===== src/rtl/cc_rst_seq_if.sv =====
// Signal bundle between the config register block (master side) and the
// per-core reset sequencer (slave side).
// Optional status outputs exist only when CC_RST_STATUS_EN is defined.
interface cc_rst_seq_if;
  logic        cfg_rst_i;
  logic [31:0] cfg_boot_i;
  logic        core_idle_i;
  logic        core_rst_no;
  logic [31:0] boot_addr_o;
  logic        busy_o;
`ifdef CC_RST_STATUS_EN
  logic        drain_tmo_o;
  logic [7:0]  rst_cnt_o;
`endif

  modport master (
    output cfg_rst_i, cfg_boot_i, core_idle_i,
`ifdef CC_RST_STATUS_EN
    input  drain_tmo_o, rst_cnt_o,
`endif
    input  core_rst_no, boot_addr_o, busy_o
  );

  modport slave (
    input  cfg_rst_i, cfg_boot_i, core_idle_i,
`ifdef CC_RST_STATUS_EN
    output drain_tmo_o, rst_cnt_o,
`endif
    output core_rst_no, boot_addr_o, busy_o
  );
endinterface


===== src/rtl/cc_rst_seq.sv =====
// Per-core reset sequencer: turns the software reset request and boot address
// into a clean active-low core reset with a minimum hold time, a boot-address
// setup window, and a bounded bus-drain phase before reset is applied to a
// running core.
// Optional feature macro: CC_RST_STATUS_EN adds drain_tmo_o (sticky drain
// timeout flag) and rst_cnt_o (count of resets applied to a running core).
module cc_rst_seq #(
  parameter int          HOLD_CYCLES   = 16,
  parameter int          SETUP_CYCLES  = 4,
  parameter int          DRAIN_TIMEOUT = 256,
  parameter logic [31:0] BOOT_RST_VAL  = 32'h0000_0000
) (
  input  logic        PCLK,
  input  logic        PRESET,
  cc_rst_seq_if.slave bus
);

  // One down-counter serves all three timed phases.
  localparam int CNT_MAX = (HOLD_CYCLES > SETUP_CYCLES)
                         ? ((HOLD_CYCLES > DRAIN_TIMEOUT) ? HOLD_CYCLES : DRAIN_TIMEOUT)
                         : ((SETUP_CYCLES > DRAIN_TIMEOUT) ? SETUP_CYCLES : DRAIN_TIMEOUT);
  localparam int CNT_W   = (CNT_MAX > 1) ? $clog2(CNT_MAX) : 1;

  localparam logic [CNT_W-1:0] HOLD_LD  = CNT_W'(HOLD_CYCLES - 1);
  localparam logic [CNT_W-1:0] SETUP_LD = CNT_W'(SETUP_CYCLES - 1);
  localparam logic [CNT_W-1:0] DRAIN_LD = CNT_W'(DRAIN_TIMEOUT - 1);

  typedef enum logic [1:0] {
    ST_HOLD,
    ST_SETUP,
    ST_RUN,
    ST_DRAIN
  } state_t;

  state_t             r_state;
  logic [CNT_W-1:0]   r_cnt;
  logic               r_core_rst_n;
  logic [31:0]        r_boot_addr;
  logic               r_busy;

  state_t             w_state_nxt;
  logic [CNT_W-1:0]   w_cnt_nxt;
  logic               w_core_rst_n_nxt;
  logic [31:0]        w_boot_addr_nxt;
  logic               w_cnt_zero;

  assign w_cnt_zero = (r_cnt == '0);

  // Next-state, counter and output decode for the reset sequence.
  always_comb begin
    // NOTE: every signal gets a default before the case so no path leaves it
    // unassigned; otherwise synthesis would infer a latch.
    w_state_nxt      = r_state;
    w_cnt_nxt        = r_cnt;
    w_core_rst_n_nxt = r_core_rst_n;
    w_boot_addr_nxt  = r_boot_addr;

    unique case (r_state)
      ST_HOLD: begin
        w_core_rst_n_nxt = 1'b0;
        if (!w_cnt_zero) begin
          w_cnt_nxt = r_cnt - 1'b1;
        end else if (!bus.cfg_rst_i) begin
          // Boot address is captured once, on entry to SETUP.
          w_boot_addr_nxt = bus.cfg_boot_i;
          w_cnt_nxt       = SETUP_LD;
          w_state_nxt     = ST_SETUP;
        end
      end

      ST_SETUP: begin
        w_core_rst_n_nxt = 1'b0;
        if (bus.cfg_rst_i) begin
          w_cnt_nxt   = HOLD_LD;
          w_state_nxt = ST_HOLD;
        end else if (w_cnt_zero) begin
          w_core_rst_n_nxt = 1'b1;
          w_state_nxt      = ST_RUN;
        end else begin
          w_cnt_nxt = r_cnt - 1'b1;
        end
      end

      ST_RUN: begin
        w_core_rst_n_nxt = 1'b1;
        if (bus.cfg_rst_i) begin
          w_cnt_nxt   = DRAIN_LD;
          w_state_nxt = ST_DRAIN;
        end
      end

      ST_DRAIN: begin
        w_core_rst_n_nxt = 1'b1;
        // A withdrawn request takes priority over idle/timeout.
        if (!bus.cfg_rst_i) begin
          w_state_nxt = ST_RUN;
        end else if (bus.core_idle_i || w_cnt_zero) begin
          w_core_rst_n_nxt = 1'b0;
          w_cnt_nxt        = HOLD_LD;
          w_state_nxt      = ST_HOLD;
        end else begin
          w_cnt_nxt = r_cnt - 1'b1;
        end
      end

      default: begin
        w_core_rst_n_nxt = 1'b0;
        w_cnt_nxt        = HOLD_LD;
        w_state_nxt      = ST_HOLD;
      end
    endcase
  end

  // State, counter and registered outputs with synchronous reset.
  always_ff @(posedge PCLK) begin
    // NOTE: sequential state uses non-blocking assignments so all registers
    // update together from values sampled at the same edge.
    if (PRESET) begin
      r_state      <= ST_HOLD;
      r_cnt        <= HOLD_LD;
      r_core_rst_n <= 1'b0;
      r_boot_addr  <= BOOT_RST_VAL;
      r_busy       <= 1'b1;
    end else begin
      r_state      <= w_state_nxt;
      r_cnt        <= w_cnt_nxt;
      r_core_rst_n <= w_core_rst_n_nxt;
      r_boot_addr  <= w_boot_addr_nxt;
      r_busy       <= (w_state_nxt != ST_RUN);
    end
  end

  assign bus.core_rst_no = r_core_rst_n;
  assign bus.boot_addr_o = r_boot_addr;
  assign bus.busy_o      = r_busy;

`ifdef CC_RST_STATUS_EN
  logic       r_drain_tmo;
  logic [7:0] r_rst_cnt;
  logic       w_drain_to_hold;

  // Only DRAIN can move a running core into HOLD outside of PRESET.
  assign w_drain_to_hold = (r_state == ST_DRAIN) && (w_state_nxt == ST_HOLD);

  // Sticky timeout flag and wrapping reset-entry counter.
  always_ff @(posedge PCLK) begin
    if (PRESET) begin
      r_drain_tmo <= 1'b0;
      r_rst_cnt   <= 8'd0;
    end else if (w_drain_to_hold) begin
      r_rst_cnt <= r_rst_cnt + 8'd1;
      if (!bus.core_idle_i) begin
        r_drain_tmo <= 1'b1;
      end
    end
  end

  assign bus.drain_tmo_o = r_drain_tmo;
  assign bus.rst_cnt_o   = r_rst_cnt;
`endif

endmodule

===== src/flat_wrapper.sv =====
// flat-port wrapper written by rule: the top's interface ports become plain ports
module cc_rst_seq_flat 
#(
  parameter int          HOLD_CYCLES   = 16,
  parameter int          SETUP_CYCLES  = 4,
  parameter int          DRAIN_TIMEOUT = 256,
  parameter logic [31:0] BOOT_RST_VAL  = 32'h0000_0000
)
  (PCLK, PRESET, bus_cfg_rst_i, bus_cfg_boot_i, bus_core_idle_i, bus_core_rst_no, bus_boot_addr_o, bus_busy_o);
  cc_rst_seq_if bus_i ();
  input  logic PCLK;
  input  logic PRESET;
  input wire logic [$bits(bus_i.cfg_rst_i)-1:0] bus_cfg_rst_i;
  input wire logic [$bits(bus_i.cfg_boot_i)-1:0] bus_cfg_boot_i;
  input wire logic [$bits(bus_i.core_idle_i)-1:0] bus_core_idle_i;
  output wire logic [$bits(bus_i.core_rst_no)-1:0] bus_core_rst_no;
  output wire logic [$bits(bus_i.boot_addr_o)-1:0] bus_boot_addr_o;
  output wire logic [$bits(bus_i.busy_o)-1:0] bus_busy_o;
  assign bus_i.cfg_rst_i = bus_cfg_rst_i;
  assign bus_i.cfg_boot_i = bus_cfg_boot_i;
  assign bus_i.core_idle_i = bus_core_idle_i;
  assign bus_core_rst_no = bus_i.core_rst_no;
  assign bus_boot_addr_o = bus_i.boot_addr_o;
  assign bus_busy_o = bus_i.busy_o;
  cc_rst_seq #(.HOLD_CYCLES(HOLD_CYCLES), .SETUP_CYCLES(SETUP_CYCLES), .DRAIN_TIMEOUT(DRAIN_TIMEOUT), .BOOT_RST_VAL(BOOT_RST_VAL)) u_core (.PCLK(PCLK), .PRESET(PRESET), .bus(bus_i));
endmodule

===== config.mk =====
export PLATFORM = sky130hd
export DESIGN_NAME = cc_rst_seq_flat
export DESIGN_NICKNAME = d
export VERILOG_FILES = /design/src/rtl/cc_rst_seq_if.sv /design/src/rtl/cc_rst_seq.sv /design/src/flat_wrapper.sv
export SDC_FILE = /design/constraint.sdc
export NUM_CORES = 1
export LEC_CHECK = 0
export CAP_MARGIN = 20
export CELL_PAD_IN_SITES_DETAIL_PLACEMENT = 1
export CELL_PAD_IN_SITES_GLOBAL_PLACEMENT = 1
export CORE_MARGIN = 2
export CORE_UTILIZATION = 28
export CTS_CLUSTER_DIAMETER = 200
export DETAILED_ROUTE_END_ITERATION = 12
export GPL_TIMING_DRIVEN = 0
export PLACE_DENSITY = 0.85
export SYNTH_ARGS = -nofsm -noshare
export SYNTH_HDL_FRONTEND = slang
export SYNTH_SLANG_ARGS = --single-unit

===== constraint.sdc =====
create_clock -name PCLK -period 1.9 [get_ports PCLK]
set_input_delay 0.285 -clock PCLK [delete_from_list [all_inputs] [get_ports PCLK]]
set_output_delay 0.285 -clock PCLK [all_outputs]
set_load 0.005 [all_outputs]

==> results.sh <==
export IMPL_status="finished clean"
export IMPL_grt_overflow=0
export IMPL_first_global_vias=2004
export IMPL_route_detailed_vias_per_inst=4.93
export IMPL_vdd_ir_drop_max_uv=384
export IMPL_vias=1942
export IMPL_tritoncts_num_buffers=5
export IMPL_place_port_buffers=69
export IMPL_fin_cells=394
export IMPL_clock_power_share_pct=35.3
export IMPL_fillCellCount=783
export IMPL_yosys_cell_types_count=41
export IMPL_crit_buf_inv=1
export IMPL_setup_viol=0
export IMPL_post_synth_fa_ha_maj_area_fraction_pct=1.34
export IMPL_whs_path_depth=2
export IMPL_yosys_mux_area_fraction_pct=1.14
export IMPL_routed_wire_length_per_instance_um=15.2
export IMPL_maxCapViolCount=0
export IMPL_drive_above_1_share_pct=12.3
export IMPL_yosys_register_bits=44
export IMPL_seq_power_share_pct=56.4
export IMPL_detail_route_iter0_violations=47
export IMPL_post_place_cells=382
export IMPL_critPathLaunch="u_core.r_cnt[0]$_SDFFE_PP1P_"
export IMPL_place_area_um2=2650
export IMPL_netlist_area_before_placement_um2=1860
export IMPL_critPathArrivalTime_ns=2.03
export IMPL_syn_num_nets=274
export IMPL_cts_root_to_sink_buffers=2
export IMPL_layout_common_cells="73 x sky130_fd_sc_hd__nand2_1, 69 x sky130_fd_sc_hd__clkdlybuf4s50_1, 42 x sky130_fd_sc_hd__dfxtp_1"
export IMPL_holdCritStartpoint="u_core.bus.boot_addr_o[13]$_SDFFE_PP0P_"
export IMPL_finalCoreUtilization_pct=44.7
export IMPL_cpPeakStageDelay_ns=0.37
export IMPL_timing_reg2reg_worst_path_depth=7
export IMPL_synth_warning_count=0
export IMPL_final_common_cell="sky130_fd_sc_hd__nand2_1"
export IMPL_worst_hold_path_type="flop to flop"
export IMPL_synth_compound_gate_area_share_pct=18.7
export IMPL_routed_wirelength_um=5980
export IMPL_synth_seq_area_share_pct=47.3
export IMPL_critical_path_peak_fanout=4
export IMPL_design_final_nets=355
export IMPL_setup_skew_after_layout_ns=0.00862
export IMPL_r2r_start="u_core.r_cnt[0]$_SDFFE_PP1P_"
export IMPL_syn_instance_count=236
export IMPL_postLayoutCellArea_um2=2850
export IMPL_p_sw_w=0.000398
export IMPL_clk_pin_slew_ns=0.08
export IMPL_diodes=0
export IMPL_combinational_family_with_the_most_area_after_synthesis="simple AND/OR/NAND/NOR gates"
export IMPL_globalRouteTotalUtil_pct=16.5
export IMPL_clk_latency_ns=0.30
export IMPL_yosys_top_cells_area="sky130_fd_sc_hd__dfxtp_1 47%, sky130_fd_sc_hd__nand2_1 15%, sky130_fd_sc_hd__a21oi_1 10%"
export IMPL_clockRootBuffer="sky130_fd_sc_hd__clkbuf_8"
export IMPL_worst_slew_margin_rel_pct=65.9
export IMPL_antenna_found_initial=0
export IMPL_die_height_um=85.6
export IMPL_ioPinCount=70
export IMPL_synth_simple_gate_area_share_pct=25.1
export IMPL_portion_of_the_clock_cycle_consumed_by_the_worst_path_in_the_final_layout_pct=97.5
export IMPL_core_area_um2=6390
export IMPL_dieArea_um2=7320
export IMPL_worst_path_dominant_cell_family="simple AND/OR/NAND/NOR gates"
export IMPL_cts_sinks=44
export IMPL_critical_path_cell_chain="inv_2 -> ha_2 -> nor3b_4 -> and2_2 -> o21ai_4 -> a211oi_1 -> a2111oi_2"
export IMPL_layout_area_overhead_pct=53.1
export IMPL_intPower_w=0.00126
export IMPL_grt_pass1_wl_um=9780
export IMPL_post_route_drc_count=0
export IMPL_swShare_pct=24.0
export IMPL_cts_tree="done"
export IMPL_syn_mean_instance_area_um2=7.89
export IMPL_worst_slack_ns=0.0484
export IMPL_tightest_slew_ns=0.511
export IMPL_comb_pwr_share_pct=8.3
export IMPL_cellPowerDensity_nw_per_um2=581
export IMPL_worst_setup_path_start_kind="flop"
export IMPL_initial_cell_density_of_the_core_pct=29.2
export IMPL_grt_max_degree=14
export IMPL_route_antenna_remaining_nets=0
export IMPL_synth_largest_area_cell="sky130_fd_sc_hd__dfxtp_1"
export IMPL_timing_critical_path_depth=7
export IMPL_drt_pass1_iter_count=4
export IMPL_synth_xor_xnor_area_share_pct=0.940
export IMPL_power_leakage_nw=0.987
export IMPL_cts_htree_levels=2
export IMPL_crit_path_slowest_cell="sky130_fd_sc_hd__a211oi_1"
export IMPL_critPathKind="flop to flop"
export IMPL_dpl_worst_slack_ns=-0.216
export IMPL_critical_path_endpoint_type="flop"
export IMPL_area_share_of_the_largest_cell_type_after_synthesis_pct=47.3
export IMPL_dp_final_hpwl_um=4060
export IMPL_fmax_ghz=0.540
export IMPL_rows=29
export IMPL_gpl_final_weighted_congestion=0.823
export IMPL_finalHoldViolations=0
export IMPL_period_minus_slack_ns=1.85
export IMPL_die_x_um=85.6
export IMPL_cp_required_ns=2.08
export IMPL_final_max_slew_viol_count=0
==> metal layers <==
metal | vias up | global-route usage, % | part of all wire [%] | wire length [um]
li1 | 956 | - | - | -
met1 | 929 | 21.8 | 43 | 2570
met2 | 48 | 27.3 | 51 | 3060
met3 | 9 | 3.46 | 4.1 | 248
met4 | 0 | 4.76 | 1.7 | 99
met5 | - | 0 | 0 | 0
==> worst register-to-register path, delay by kind of cell (launching register included) <==
kind / cells / cell delay (ns)
flip-flops: 1 / 0.35
AND/OR/NAND/NOR: 2 / 0.61
adder cells (fa/ha/maj): 1 / 0.16
AO/OA/AOI/OAI: 3 / 0.55
buffers and inverters: 1 / 0.06
==> timing repair <==
item | CTS | global route
setup endpoints to repair | 41 | 34
gates resized for setup | 3 | 23
hold buffers | 0 | 0
pin swaps | 1 | 2
buffers inserted | 2 | 5
==> kinds of logic after synthesis <==
logic type / count (synthesis)
mux: 2
simple gates: 105
xor+xnor: 2
fa+ha+maj: 2
buf+inv: 20
flops: 44
compound gates: 61
==> state kept, by name, indices dropped and copies added (netlist names) <==
signal	count
u_core.bus.busy_o	1
u_core.bus.core_rst_no	1
u_core.bus.boot_addr_o	32
u_core.r_state	2
u_core.r_cnt	8
==> worst paths after layout <==
| check | end | slack (ns) |
|---|---|---|
| worst min-delay path | u_core.bus.boot_addr_o[13]$_SDFFE_PP0P_ | 0.46 |
| worst max register to register | u_core.r_cnt[6]$_SDFFE_PP0P_ | 0.05 |
| worst min register to register | u_core.bus.boot_addr_o[13]$_SDFFE_PP0P_ | 0.46 |
| worst max-delay path | u_core.r_cnt[6]$_SDFFE_PP0P_ | 0.05 |
==> cell type report <==
| type | instances | area [um^2] | area share (%) |
|---|---|---|---|
| clock inverters | 2 | 12.5 | 0.439 |
| well taps | 77 | 96.3 | 3.38 |
| inverters | 6 | 22.5 | 0.789 |
| repair buffers | 75 | 736 | 25.8 |
| clock buffers | 5 | 68.8 | 2.41 |
| flip-flops and latches | 44 | 886 | 31.1 |
| multi-input cells | 172 | 942 | 33.0 |
| plain buffers | 13 | 88.8 | 3.11 |
==> cell usage after synthesis (all sizes together) <==
| cell | instances |
|---|---|
| and3b | 1 |
| nor2b | 1 |
| mux2i | 1 |
| or2 | 1 |
| a221oi | 2 |
| and3 | 1 |
| and2 | 1 |
| nor2 | 10 |
| a211oi | 1 |
| a211o | 1 |
| ha | 2 |
| nand4b | 1 |
| a31oi | 4 |
| a21oi | 38 |
| inv | 6 |
| a31o | 2 |
| nand3b | 1 |
| o221ai | 1 |
| or3 | 2 |
| nor3 | 3 |
| a2111oi | 1 |
| o21ai | 8 |
| a21boi | 1 |
| nand2 | 74 |
| buf | 8 |
| nand3 | 7 |
| dfxtp | 44 |
| mux2 | 1 |
| xnor2 | 2 |
| nor3b | 1 |
| clkbuf | 6 |
| a311oi | 1 |
| nor4 | 1 |
| o31ai | 1 |
==> power groups by stage <==
stage | registers [W] | logic [W] | clock network [W]
2_1_floorplan | 0.000954 | 0.0000375 | 0
3_3_place_gp | 0.000955 | 0.000125 | 0
3_5_place_dp | 0.000956 | 0.000127 | 0
4_1_cts | 0.000934 | 0.000130 | 0.000600
5_1_grt | 0.000935 | 0.000149 | 0.000648
6_report | 0.000934 | 0.000138 | 0.000584
==> metrics by stage <==
step / hold WS, ns / setup TNS [ns] / total power [W]
3_3_place_gp: 0.441 / -6.08 / 0.00108
3_5_place_dp: 0.446 / -7.52 / 0.00108
4_1_cts: 0.459 / 0 / 0.00167
5_1_grt: 0.486 / -0.0344 / 0.00173
2_1_floorplan: 0.375 / 0 / 0.000991
6_report: 0.456 / 0 / 0.00166
Note: power is estimated with default switching activity, not from simulation.
